<file path="src/rtl/gpio_pkg.sv">
// Shared definitions for the PicoBlaze GPIO bank: register offsets and address decode.
package gpio_pkg;

  localparam logic [2:0] GPIO_DATA = 3'd0;
  localparam logic [2:0] GPIO_DIR  = 3'd1;
  localparam logic [2:0] GPIO_PIN  = 3'd2;
  localparam logic [2:0] GPIO_POS  = 3'd3;
  localparam logic [2:0] GPIO_NEG  = 3'd4;
  localparam logic [2:0] GPIO_FLAG = 3'd5;
  localparam logic [2:0] GPIO_IE   = 3'd6;

  // A bank spans 8 aligned port addresses, so only the upper five bits select it.
  function automatic logic bank_hit(input logic [7:0] address, input logic [7:0] base);
    return address[7:3] == base[7:3];
  endfunction

endpackage

</file>
<file path="src/rtl/gpio_filter.sv">
// Per-pin input conditioning: synchroniser, optional debounce, and edge detection.
module gpio_filter #(
  parameter int SYNC_STAGES = 2,
  parameter int DEBOUNCE    = 0
) (
  input  logic clk,
  input  logic rst,
  input  logic pad,
  output logic filt,
  output logic rise_raw,
  output logic fall_raw
);

  logic [SYNC_STAGES-1:0] sync_q;
  logic                   sync;
  logic                   filt_d;

  // NOTE: sequential state uses non-blocking assignments so every flop samples pre-edge values.
  always_ff @(posedge clk) begin
    if (rst) sync_q <= '0;
    else     sync_q <= {sync_q[SYNC_STAGES-2:0], pad};
  end

  assign sync = sync_q[SYNC_STAGES-1];

  generate
    if (DEBOUNCE == 0) begin : g_bypass
      always_ff @(posedge clk) begin
        if (rst) filt <= 1'b0;
        else     filt <= sync;
      end
    end else begin : g_debounce
      logic [7:0] cnt_q;

      // filt follows sync only after DEBOUNCE consecutive disagreeing cycles.
      always_ff @(posedge clk) begin
        if (rst) begin
          cnt_q <= '0;
          filt  <= 1'b0;
        end else if (sync == filt) begin
          cnt_q <= '0;
        end else if (cnt_q == 8'(DEBOUNCE)) begin
          cnt_q <= '0;
          filt  <= sync;
        end else begin
          cnt_q <= cnt_q + 8'd1;
        end
      end
    end
  endgenerate

  always_ff @(posedge clk) begin
    if (rst) filt_d <= 1'b0;
    else     filt_d <= filt;
  end

  assign rise_raw = filt & ~filt_d;
  assign fall_raw = ~filt & filt_d;

endmodule

</file>
<file path="src/rtl/gpio_bank.sv">
// PicoBlaze GPIO bank: register file, interrupt-on-change flags, read mux and interrupt.
module gpio_bank
  import gpio_pkg::*;
#(
  parameter logic [7:0] BASE_ADDR   = 8'h00,
  parameter int         WIDTH       = 8,
  parameter int         SYNC_STAGES = 2,
  parameter int         DEBOUNCE    = 0
) (
  input  logic             clk,
  input  logic             rst,
  input  logic [7:0]       address,
  input  logic [7:0]       value_in,
  input  logic             wen,
  input  logic             ren,
  output logic [7:0]       port_out,
  input  logic [WIDTH-1:0] pad_in,
  output logic [WIDTH-1:0] pad_out,
  output logic [WIDTH-1:0] pad_oe,
  output logic             int_out
);

  logic [WIDTH-1:0] data_q, dir_q, pos_q, neg_q, flag_q, ie_q;
  logic [WIDTH-1:0] filt, rise_raw, fall_raw;
  logic [WIDTH-1:0] wdata, w1c, ioc_edge;
  logic [2:0]       offset;
  logic             hit, wr_en;
  logic [7:0]       rdata;

  for (genvar i = 0; i < WIDTH; i++) begin : g_pin
    gpio_filter #(
      .SYNC_STAGES(SYNC_STAGES),
      .DEBOUNCE   (DEBOUNCE)
    ) u_filter (
      .clk     (clk),
      .rst     (rst),
      .pad     (pad_in[i]),
      .filt    (filt[i]),
      .rise_raw(rise_raw[i]),
      .fall_raw(fall_raw[i])
    );
  end

  assign hit      = bank_hit(address, BASE_ADDR);
  assign offset   = address[2:0];
  assign wr_en    = wen & hit;
  assign wdata    = value_in[WIDTH-1:0];
  assign w1c      = (wr_en && offset == GPIO_FLAG) ? wdata : '0;
  assign ioc_edge = (rise_raw & pos_q) | (fall_raw & neg_q);

  always_ff @(posedge clk) begin
    if (rst) begin
      data_q <= '0;
      dir_q  <= '0;
      pos_q  <= '0;
      neg_q  <= '0;
      ie_q   <= '0;
    end else if (wr_en) begin
      case (offset)
        GPIO_DATA: data_q <= wdata;
        GPIO_DIR:  dir_q  <= wdata;
        GPIO_POS:  pos_q  <= wdata;
        GPIO_NEG:  neg_q  <= wdata;
        GPIO_IE:   ie_q   <= wdata;
        default:   ;
      endcase
    end
  end

  // Clear is applied before the set so a same-cycle edge keeps the flag high.
  always_ff @(posedge clk) begin
    if (rst) begin
      flag_q  <= '0;
      int_out <= 1'b0;
    end else begin
      flag_q  <= (flag_q & ~w1c) | ioc_edge;
      int_out <= |(flag_q & ie_q);
    end
  end

  // NOTE: rdata is given a default before the case so no latch is inferred.
  always_comb begin
    rdata = 8'h00;
    case (offset)
      GPIO_DATA: rdata = 8'(data_q);
      GPIO_DIR:  rdata = 8'(dir_q);
      GPIO_PIN:  rdata = 8'(filt);
      GPIO_POS:  rdata = 8'(pos_q);
      GPIO_NEG:  rdata = 8'(neg_q);
      GPIO_FLAG: rdata = 8'(flag_q);
      GPIO_IE:   rdata = 8'(ie_q);
      default:   rdata = 8'h00;
    endcase
  end

  always_ff @(posedge clk) begin
    if (rst)      port_out <= 8'h00;
    else if (ren) port_out <= hit ? rdata : 8'h00;
  end

  assign pad_out = data_q;
  assign pad_oe  = dir_q;

endmodule

</file>
<file path="config.mk">
export PLATFORM = sky130hd
export DESIGN_NAME = gpio_bank
export DESIGN_NICKNAME = d
export VERILOG_FILES = /design/src/rtl/gpio_pkg.sv /design/src/rtl/gpio_filter.sv /design/src/rtl/gpio_bank.sv
export SDC_FILE = /design/constraint.sdc
export NUM_CORES = 1
export LEC_CHECK = 0
export CAP_MARGIN = 20
export CORE_UTILIZATION = 56
export CTS_BUF_LIST = sky130_fd_sc_hd__clkbuf_4
export DETAILED_ROUTE_END_ITERATION = 6
export PLACE_DENSITY = 0.8
export SYNTH_ARGS = -nofsm -noshare
export SYNTH_HDL_FRONTEND = slang
export SYNTH_HIERARCHICAL = 1
export SYNTH_SLANG_ARGS = --single-unit
</file>
<file path="constraint.sdc">
create_clock -name clk -period 1.8 [get_ports clk]
set_input_delay 0.27 -clock clk [delete_from_list [all_inputs] [get_ports clk]]
set_output_delay 0.27 -clock clk [all_outputs]
set_load 0.03 [all_outputs]
</file>
==> impl_metrics.py, run 1 <==
metrics = {
    "setup_path": {
        "r2r_cells": 4,
        "r2r-end": "port_out[4]",
        "crit_type": "reg -> out",
        "worstSetupStartpointType": "register",
        "r2r_start": "pad_out[4]",
        "cp_top_family": "buffers and inverters",
        "max_stage_delay_ns": 0.69,
        "cp-end-kind": "primary output",
        "r2r_slack_ns": 0.61,
        "crit_required_ns": 1.53,
        "worstPathArrival_ns": 1.50,
        "path_cells": "clkdlybuf4s50_1",
        "cp_max_fo": 3,
        "critPathBufInv": 1,
        "cp_slowest_cell": "clkdlybuf4s50_1",
    },
    "global_routing": {
        "grt_antenna_before_repair": 0,
        "grt_max_degree": 82,
        "grt_pass1_wl_um": 13300,
        "overflow": 0,
        "grt_pass1_vias": 2633,
        "track_usage_pct": 26.8,
    },
    "detailed_routing": {
        "route.detailed.drc": 0,
        "top_layer": "met4",
        "wl_met2_um": 4040,
        "wl_um": 8620,
        "routedWlPerCell_um": 16.9,
        "drtPass1Iterations": 4,
        "met3_length_um": 545,
        "via_per_inst": 5.65,
        "detail-route-antenna-nets": 0,
        "wl_met1_um": 3910,
        "vias": 2876,
        "drtIter0Drc": 229,
    },
    "cts": {
        "path_clk_slew_ns": 0.13,
        "cts_resized": 0,
        "clock_path_buffers": 2,
        "post_cts_buffers": 0,
        "cts_root_buf": "clkbuf_4",
        "cts_tree": "built",
        "cts_made_buffers": 9,
        "clock-sinks": 89,
        "clock_latency_ns": 0.43,
        "holdBufCountCts": 0,
        "htreeDepth": 3,
    },
    "cells_and_area": {
        "diodes": 0,
        "final_cells": 509,
        "num-fill-cells": 439,
        "multi_input_comb_area_um2": 1720,
        "final_cell_area_um2": 4580,
        "drive_above_1_share_pct": 12.9,
        "seq_area_um2": 1780,
        "finalNetCount": 457,
        "final_util_pct": 75.6,
        "syn_to_final_growth_pct": 27.1,
    },
    "timing": {
        "max_clock_freq_ghz": 0.563,
        "post-route-period-util_pct": 98.6,
        "setup_tns_ns": 0,
        "tightest_slew_ns": 0.396,
        "rsz0062_at_grt": "false",
        "drv_slew": 0,
        "setup_viol": 0,
        "final_hold_viol_count": 0,
        "relSlewSlack_pct": 73.5,
        "fin_crit_ns": 1.77,
        "finalClockSkew_ns": 0.0151,
    },
    "synth": {
        "synthFlopType": "dfxtp_1",
        "synth.avg_cell_area_um2": 10.2,
        "synth_seq_cells": 89,
        "synthDominantCellAreaShare_pct": 49.4,
        "syn_inst": 354,
        "yosysWarningCount": 6,
        "async_reset_ff_share_pct": 0,
        "synth_edf_count": 0,
        "mappedNetlistNets": 382,
        "yosysTopAreaCell": "dfxtp_1",
        "yosysMostFrequentCell": "dfxtp_1",
        "synth_common_cells": "dfxtp_1, nor2b_1, mux2i_1",
        "synth_seq_area_share_pct": 49.4,
        "netlist_top_cells_area": "dfxtp_1, mux2i_1, nor2b_1",
        "synth.cell_area_um2": 3610,
        "post_synth_num_cell_types": 34,
    },
    "run": {
        "maxCapViolations": 0,
    },
    "status": {
        "status": "finished clean",
    },
    "place": {
        "placed_cell_area_um2": 4380,
        "gp_congestion": 0.860,
        "place.port_buffers": 52,
        "place_hpwl_um": 5830,
        "placed_cells": 493,
    },
    "worst_hold_path": {
        "min_path_type": "in -> reg",
        "hold-path-cell-count": 4,
        "worstHoldEndpoint": "port_out[6]",
        "min_from": "rst",
    },
    "floorplanning": {
        "die_w_um": 82.2,
        "die_area_um2": 6760,
        "fp.dieH_um": 82.2,
        "core_um2": 6060,
        "io_pins": 53,
        "initial_core_util_pct": 59.5,
        "num_rows": 28,
    },
    "power": {
        "vdd_drop_max_uv": 804,
        "sw_frac_of_total_pct": 21.7,
        "pwr-share-seq_pct": 55.5,
        "combPwrFrac_pct": 6.7,
        "cellPowerDensity_nw_per_um2": 788,
        "intPower_mw": 2.83,
        "leakage_nw": 2.13,
        "finalPower_mw": 3.61,
        "power_switching_uw": 782,
        "pwr-share-clk_pct": 37.8,
    },
}
-- power groups by stage --
stage | clock network (mW) | logic, mW | registers (mW)
after global placement | 0 | 0.236 | 2.05
after CTS | 1.38 | 0.240 | 2.01
final | 1.36 | 0.241 | 2.00
after global routing | 1.45 | 0.256 | 2.01
after detailed placement | 0 | 0.238 | 2.05
after floorplan | 0 | 0.104 | 2.05
-- state kept, by name, summed over array words and instances (netlist names) --
signal                 flops
pad_oe                     8
pos_q                      8
pad_out                    8
int_out                    1
g_pin.u_filter/sync_q     16
flag_q                     8
g_pin.u_filter/filt_d      8
port_out                   8
neg_q                      8
ie_q                       8
g_pin.u_filter/filt        8
-- worst reg2reg max path, delay by kind of cell (launching register included) --
family / cells / cell delay (ns)
DFF: 1 / 0.35
muxes: 1 / 0.14
and+or+nand+nor: 1 / 0.35
AOI/OAI and AO/OA: 2 / 0.24
-- routing by layer --
layer,vias to the layer above,GRT usage (%)
li1,1390,-
met1,1389,35.3
met2,81,43.6
met3,16,6.70
met4,0,7.72
met5,-,0
-- logic make-up after synthesis --
| logic type | share of synthesized area, % |
|---|---|
| AOI/OAI and AO/OA | 9.40 |
| and+or+nand+nor | 21.4 |
| DFF | 49.4 |
| buffers and inverters | 2.95 |
| muxes | 16.9 |
-- per-stage QoR --
| stage | setup WS [ns] | hold WS [ns] |
|---|---|---|
| after floorplan | 0.318 | 0.342 |
| after global placement | -0.235 | 0.416 |
| after CTS | 0.00211 | 0.274 |
| final | 0.0253 | 0.283 |
| after detailed placement | -0.281 | 0.423 |
| after global routing | 0.000269 | 0.314 |
-- placed cells by master (no fill, tap or decap), drive strengths merged, types with 7 or more instances in the layout --
cell type      count
mux2i             54
dlymetal6s2s       8
nor2              46
clkdlybuf4s50     43
dfxtp             89
nand2             10
clkbuf            10
a311oi             8
o21ai              7
buf               31
nor2b             58
a22oi             12
-- final cells by class --
| cell class | count | area share (%) |
|---|---|---|
| Timing Repair Buffer | 82 | 17.1 |
| Multi-Input combinational cell | 241 | 37.5 |
| Inverter | 6 | 0.491 |
| Tap cell | 75 | 2.05 |
| Sequential cell | 89 | 38.9 |
| Clock inverter | 6 | 2.32 |
| Clock buffer | 10 | 1.64 |
-- worst max-delay path by stage --
stage | from | end | slack, ns | cells after the start
2_1_floorplan | address[0] | ie_q[7] | 0.32 | 6
3_3_place_gp | address[1] | port_out[4] | -0.24 | 6
3_5_place_dp | address[1] | port_out[4] | -0.28 | 6
4_1_cts | pad_out[2] | pad_out[2] | 0.002 | 1
5_1_grt | pad_out[1] | pad_out[1] | 0.0003 | 1
6_report | pad_out[7] | pad_out[7] | 0.03 | 1
No activity file was read; power rests on OpenSTA's default activity.
==> run 2: changes to the inputs <==
Settings changed: CORE_UTILIZATION 56 to 35, PLACE_DENSITY 0.8 to 0.56.
Clock period 1.8 ns to 1.6 ns, I/O delays scaled along.
==> run 2 against run 1 <==
Worst setup slack gained 0.067 ns. Routed wire length shrank 0.24%. Largest cell class unchanged. Non-clock buffer count rose by 6.
==> impl_metrics.py, run 2 (synthesis gave the netlist of run 1 again) <==
metrics = {
    "cells_and_area": {
        "final_util_pct": 47.1,
        "seq_area_um2": 1780,
        "layout_commonest_cell": "dfxtp_1",
        "finalNetCount": 463,
        "diodes": 0,
        "num-fill-cells": 968,
        "syn_to_final_growth_pct": 28.8,
        "largest_reg_flops": 16,
        "final_cells": 573,
        "multi_input_comb_area_um2": 1720,
        "regMostFlops": "g_pin.u_filter/sync_q",
        "mostFrequentLayoutCells": "dfxtp_1, nor2b_1, mux2i_1",
        "drive_above_1_share_pct": 14.3,
    },
    "timing": {
        "rsz0062_at_grt": "false",
        "relSlewSlack_pct": 76.1,
        "max_clock_freq_ghz": 0.663,
        "post-route-period-util_pct": 94.2,
        "drv_slew": 0,
        "finalClockSkew_ns": 0.0155,
        "fin_crit_ns": 1.51,
        "final_hold_viol_count": 0,
        "setup_viol": 0,
        "tightest_slew_ns": 0.356,
    },
    "worst_hold_path": {
        "min_path_type": "in -> reg",
    },
    "setup_path": {
        "worstPathArrival_ns": 1.85,
        "cp-end-kind": "register",
        "cp_slowest_cell": "clkdlybuf4s50_1",
        "crit_type": "in -> reg",
        "crit_required_ns": 1.94,
        "path_cells": "clkdlybuf4s50_1 > buf_4 > and3b_1 > buf_4 > a22o_1 > nor3_1 > o21ai_0",
        "cp_max_fo": 6,
        "cp_top_family": "buffers and inverters",
        "worstSetupStartpointType": "input pin",
        "cp_common_cell": "buf_4",
        "max_stage_delay_ns": 0.49,
        "critPathBufInv": 3,
    },
    "cts": {
        "htreeDepth": 3,
        "cts_made_buffers": 9,
        "path_clk_slew_ns": 0.14,
        "holdBufCountCts": 0,
        "clock_path_buffers": 2,
        "clock-sinks": 89,
        "cts_tree": "built",
        "cts_root_buf": "clkbuf_4",
        "clock_latency_ns": 0.44,
    },
    "global_routing": {
        "grt_pass1_wl_um": 14000,
        "track_usage_pct": 17.0,
        "grt_max_degree": 58,
        "grt_pass1_vias": 2639,
        "overflow": 0,
        "grt_antenna_before_repair": 0,
    },
    "power": {
        "vdd_drop_max_uv": 387,
        "cellPowerDensity_nw_per_um2": 875,
        "combPwrFrac_pct": 7.0,
        "pwr-share-seq_pct": 55.5,
        "sw_frac_of_total_pct": 22.0,
        "power_switching_uw": 893,
        "pwr-share-clk_pct": 37.5,
        "leakage_nw": 2.13,
        "intPower_mw": 3.17,
    },
    "detailed_routing": {
        "routedWlPerCell_um": 15.0,
        "wl_um": 8600,
        "via_per_inst": 4.88,
        "detail-route-antenna-nets": 0,
        "drtIter0Drc": 125,
        "drtPass1Iterations": 4,
        "vias": 2797,
        "route.detailed.drc": 0,
    },
    "floorplanning": {
        "io_pins": 53,
        "die_area_um2": 10700,
        "num_rows": 36,
        "core_um2": 9860,
        "initial_core_util_pct": 36.6,
        "fp.dieH_um": 104,
        "die_w_um": 104,
    },
    "place": {
        "place_hpwl_um": 6260,
        "gp_congestion": 0.791,
        "placed_cells": 557,
        "place.port_buffers": 52,
    },
    "run": {
        "maxCapViolations": 0,
    },
    "status": {
        "status": "finished clean",
    },
}
run 2: cell count changes in the layout (fill, tap and decap cells not counted), sizes merged:
| cell | before | now |
|---|---|---|
| buf | 31 | 37 |
| dlygate4sd2 | 0 | 26 |
| clkbuf | 10 | 9 |
| clkdlybuf4s50 | 43 | 25 |
| dlymetal6s2s | 8 | 0 |
| clkinv | 4 | 5 |
run 2: power groups by stage:
stage	clock, mW	sequential, mW	combinational (mW)
floorplan	0	2.30	0.117
global placement	0	2.30	0.283
detailed placement	0	2.30	0.284
CTS	1.56	2.26	0.284
global route	1.68	2.26	0.306
finish	1.52	2.25	0.283
run 2: cell type report:
class,instances,share of cell area (%)
clock buffers,9,1.46
clock inverters,7,2.34
inverters,6,0.485
multi-input cells,241,37.0
flip-flops and latches,89,38.4
well taps,133,3.58
repair buffers,88,16.8
run 2: worst paths after layout:
path                                    start                           to  slack (ns)  cells past startpoint
setup / recovery                   address[2]                  port_out[1]        0.09                      7
hold / removal                            rst                      ie_q[5]        0.30                      3
setup reg to reg                    pad_oe[1]                  port_out[1]        0.40                      4
hold reg to reg   g_pin[3].u_filter/sync_q[0]  g_pin[3].u_filter/sync_q[1]        0.45                      1
run 2: timing repair:
action | 4_1_cts | 5_1_grt
endpoints found under the setup margin | 26 | 0
gates resized for setup | 26 | 0
setup buffers | 0 | 0
endpoints found under the hold margin | 0 | 0
run 2: worst min-delay path: cells and delay by family:
family	cells	cell delay [ns]
AND/OR/NAND/NOR	1	0.11
buffers and inverters	2	0.36
run 2: metrics by stage:
step,hold WS (ns),power (mW),TNS (ns),setup slack (ns),cell area [um^2]
4_1_cts,0.300,4.10,0,0.0934,4640
2_1_floorplan,0.312,2.42,0,0.148,3610
5_1_grt,0.303,4.24,0,0.0209,4640
6_report,0.304,4.06,0,0.0923,4640
3_3_place_gp,0.417,2.59,-17.27,-0.491,4500
3_5_place_dp,0.420,2.59,-17.59,-0.487,4500
run 2: metal layers:
metal,up-vias,part of all wire [%],global-route usage [%]
met5,-,0,0
met4,0,1.2,5.80
met3,7,4.7,4.53
met2,70,43,24.6
met1,1318,51,24.3
li1,1402,-,-
==> run 3: changes to the inputs <==
Settings changed: RECOVER_POWER set to 50.
==> run 3 against run 2 <==
Die area stayed put. Routed wire length is 0.58% higher. Non-clock buffer count stayed put. Worst hold slack better by 0.029 ns. Flip-flop and latch count stayed put. Combinational power hardly changed. Register-to-register slack hardly changed. Via count is 0.32% higher. Utilization is 0.34 points lower. Global-route usage stayed put.
==> impl_metrics.py, run 3 (synthesis gave the netlist of run 1 again) <==
metrics = {
    "status": {
        "status": "finished clean",
    },
    "cells_and_area": {
        "seq_area_um2": 1780,
        "largest_reg_flops": 16,
        "num-fill-cells": 978,
        "multi_input_comb_area_um2": 1710,
        "diodes": 0,
        "syn_to_final_growth_pct": 27.8,
        "final_util_pct": 46.7,
        "mostFrequentLayoutCells": "dfxtp_1, nor2b_1, mux2i_1",
        "regMostFlops": "g_pin.u_filter/sync_q",
        "layout_commonest_cell": "dfxtp_1",
        "drive_above_1_share_pct": 13.2,
        "finalNetCount": 463,
        "final_cell_area_um2": 4610,
    },
    "timing": {
        "setup_tns_ns": 0,
        "drv_slew": 0,
        "tightest_slew_ns": 1.07,
        "rsz0062_at_grt": "false",
        "finalClockSkew_ns": 0.0165,
        "relSlewSlack_pct": 28.8,
        "final_hold_viol_count": 0,
        "post-route-period-util_pct": 94.8,
        "setup_viol": 0,
        "max_clock_freq_ghz": 0.659,
        "hold_ws_ns": 0.333,
        "fin_crit_ns": 1.52,
    },
    "global_routing": {
        "grt_max_degree": 58,
        "grt_pass1_wl_um": 14000,
        "grt_antenna_before_repair": 0,
        "grt_pass1_vias": 2639,
        "overflow": 0,
        "track_usage_pct": 17.0,
    },
    "setup_path": {
        "crit_type": "in -> reg",
        "r2r-end": "port_out[1]",
        "crit_required_ns": 1.93,
        "worstPathArrival_ns": 1.85,
        "r2r_slack_ns": 0.40,
        "cp_max_fo": 7,
        "r2r_start": "pad_oe[1]",
        "cp-end-kind": "register",
        "cp-startpoint": "address[4]",
        "r2r_cells": 4,
        "worstSetupStartpointType": "input pin",
    },
    "cts": {
        "clock-sinks": 89,
        "clock_latency_ns": 0.44,
        "htreeDepth": 3,
        "cts_resized": 26,
        "cts_tree": "built",
        "cts_made_buffers": 9,
        "clock_path_buffers": 2,
        "cts_root_buf": "clkbuf_4",
        "path_clk_slew_ns": 0.13,
        "post_cts_buffers": 0,
        "holdBufCountCts": 0,
    },
    "floorplanning": {
        "io_pins": 53,
        "initial_core_util_pct": 36.6,
        "num_rows": 36,
        "die_area_um2": 10700,
        "fp.dieH_um": 104,
        "core_um2": 9860,
        "die_w_um": 104,
    },
    "detailed_routing": {
        "routedWlPerCell_um": 15.1,
        "via_per_inst": 4.90,
        "detail-route-antenna-nets": 0,
        "vias": 2806,
        "route.detailed.drc": 0,
        "drtPass1Iterations": 4,
        "drtIter0Drc": 120,
        "wl_um": 8650,
    },
    "power": {
        "intPower_mw": 3.17,
        "pwr-share-clk_pct": 37.5,
        "sw_frac_of_total_pct": 22.0,
        "finalPower_mw": 4.06,
        "power_switching_uw": 892,
        "cellPowerDensity_nw_per_um2": 880,
        "vdd_drop_max_uv": 387,
        "combPwrFrac_pct": 6.9,
        "leakage_nw": 2.09,
        "pwr-share-seq_pct": 55.6,
    },
    "worst_hold_path": {
        "min_path_type": "in -> reg",
        "min_from": "pad_in[5]",
        "hold-path-cell-count": 2,
        "worstHoldEndpoint": "g_pin[5].u_filter/sync_q[0]",
    },
    "run": {
        "maxCapViolations": 0,
    },
    "place": {
        "place_hpwl_um": 6260,
        "gp_congestion": 0.791,
        "placed_cell_area_um2": 4500,
        "place.port_buffers": 52,
    },
}
## run 3: changes by cell type in the layout (fill, tap and decap cells not counted)
cell	change
clkbuf_1	+3
buf_2	-1
clkbuf_2	+5
clkbuf_4	+1
nand4_1	+2
buf_4	-8
nand4_2	-2
## run 3: worst max-delay path by stage
stage | endpoint | slack, ns | cells past startpoint
finish | neg_q[4] | 0.08 | 7
global route | port_out[1] | 0.02 | 7
CTS | pad_out[4] | 0.09 | 1
detailed placement | port_out[1] | -0.49 | 7
global placement | port_out[1] | -0.49 | 7
floorplan | ie_q[7] | 0.15 | 6
## run 3: per-layer routing
metal  track usage [%]  routed length (um)  vias to the layer above
met5                 0                   0                        -
met3              4.53                 387                        6
met4              5.80                  89                        0
li1                  -                   -                     1399
met1              24.3                4410                     1328
met2              24.6                3770                       73
## run 3: through the flow
| stage | setup slack, ns | cells |
|---|---|---|
| finish | 0.0836 | 573 |
| global route | 0.0209 | 573 |
| CTS | 0.0934 | 573 |
| detailed placement | -0.487 | 557 |
| global placement | -0.491 | 557 |
| floorplan | 0.148 | 354 |
## run 3: power by group through the flow
stage	sequential, mW	clock (mW)	combinational, mW
2_1_floorplan	2.30	0	0.117
3_3_place_gp	2.30	0	0.283
3_5_place_dp	2.30	0	0.284
4_1_cts	2.26	1.56	0.284
5_1_grt	2.26	1.68	0.302
6_report	2.25	1.52	0.280
## run 3: area by class of cell
cell class,instances,area share [%]
inverters,6,0.489
well taps,133,3.61
multi-input cells,241,37.0
repair buffers,88,16.4
clock inverters,7,2.36
flip-flops and latches,89,38.7
clock buffers,9,1.47
## run 3: critical path, cell delays in order
cell             delay, ns
clkdlybuf4s50_1       0.45
nor4_4                0.27
buf_4                 0.19
and4_1                0.24
clkbuf_2              0.20
mux2i_1               0.22
nor2_1                0.06
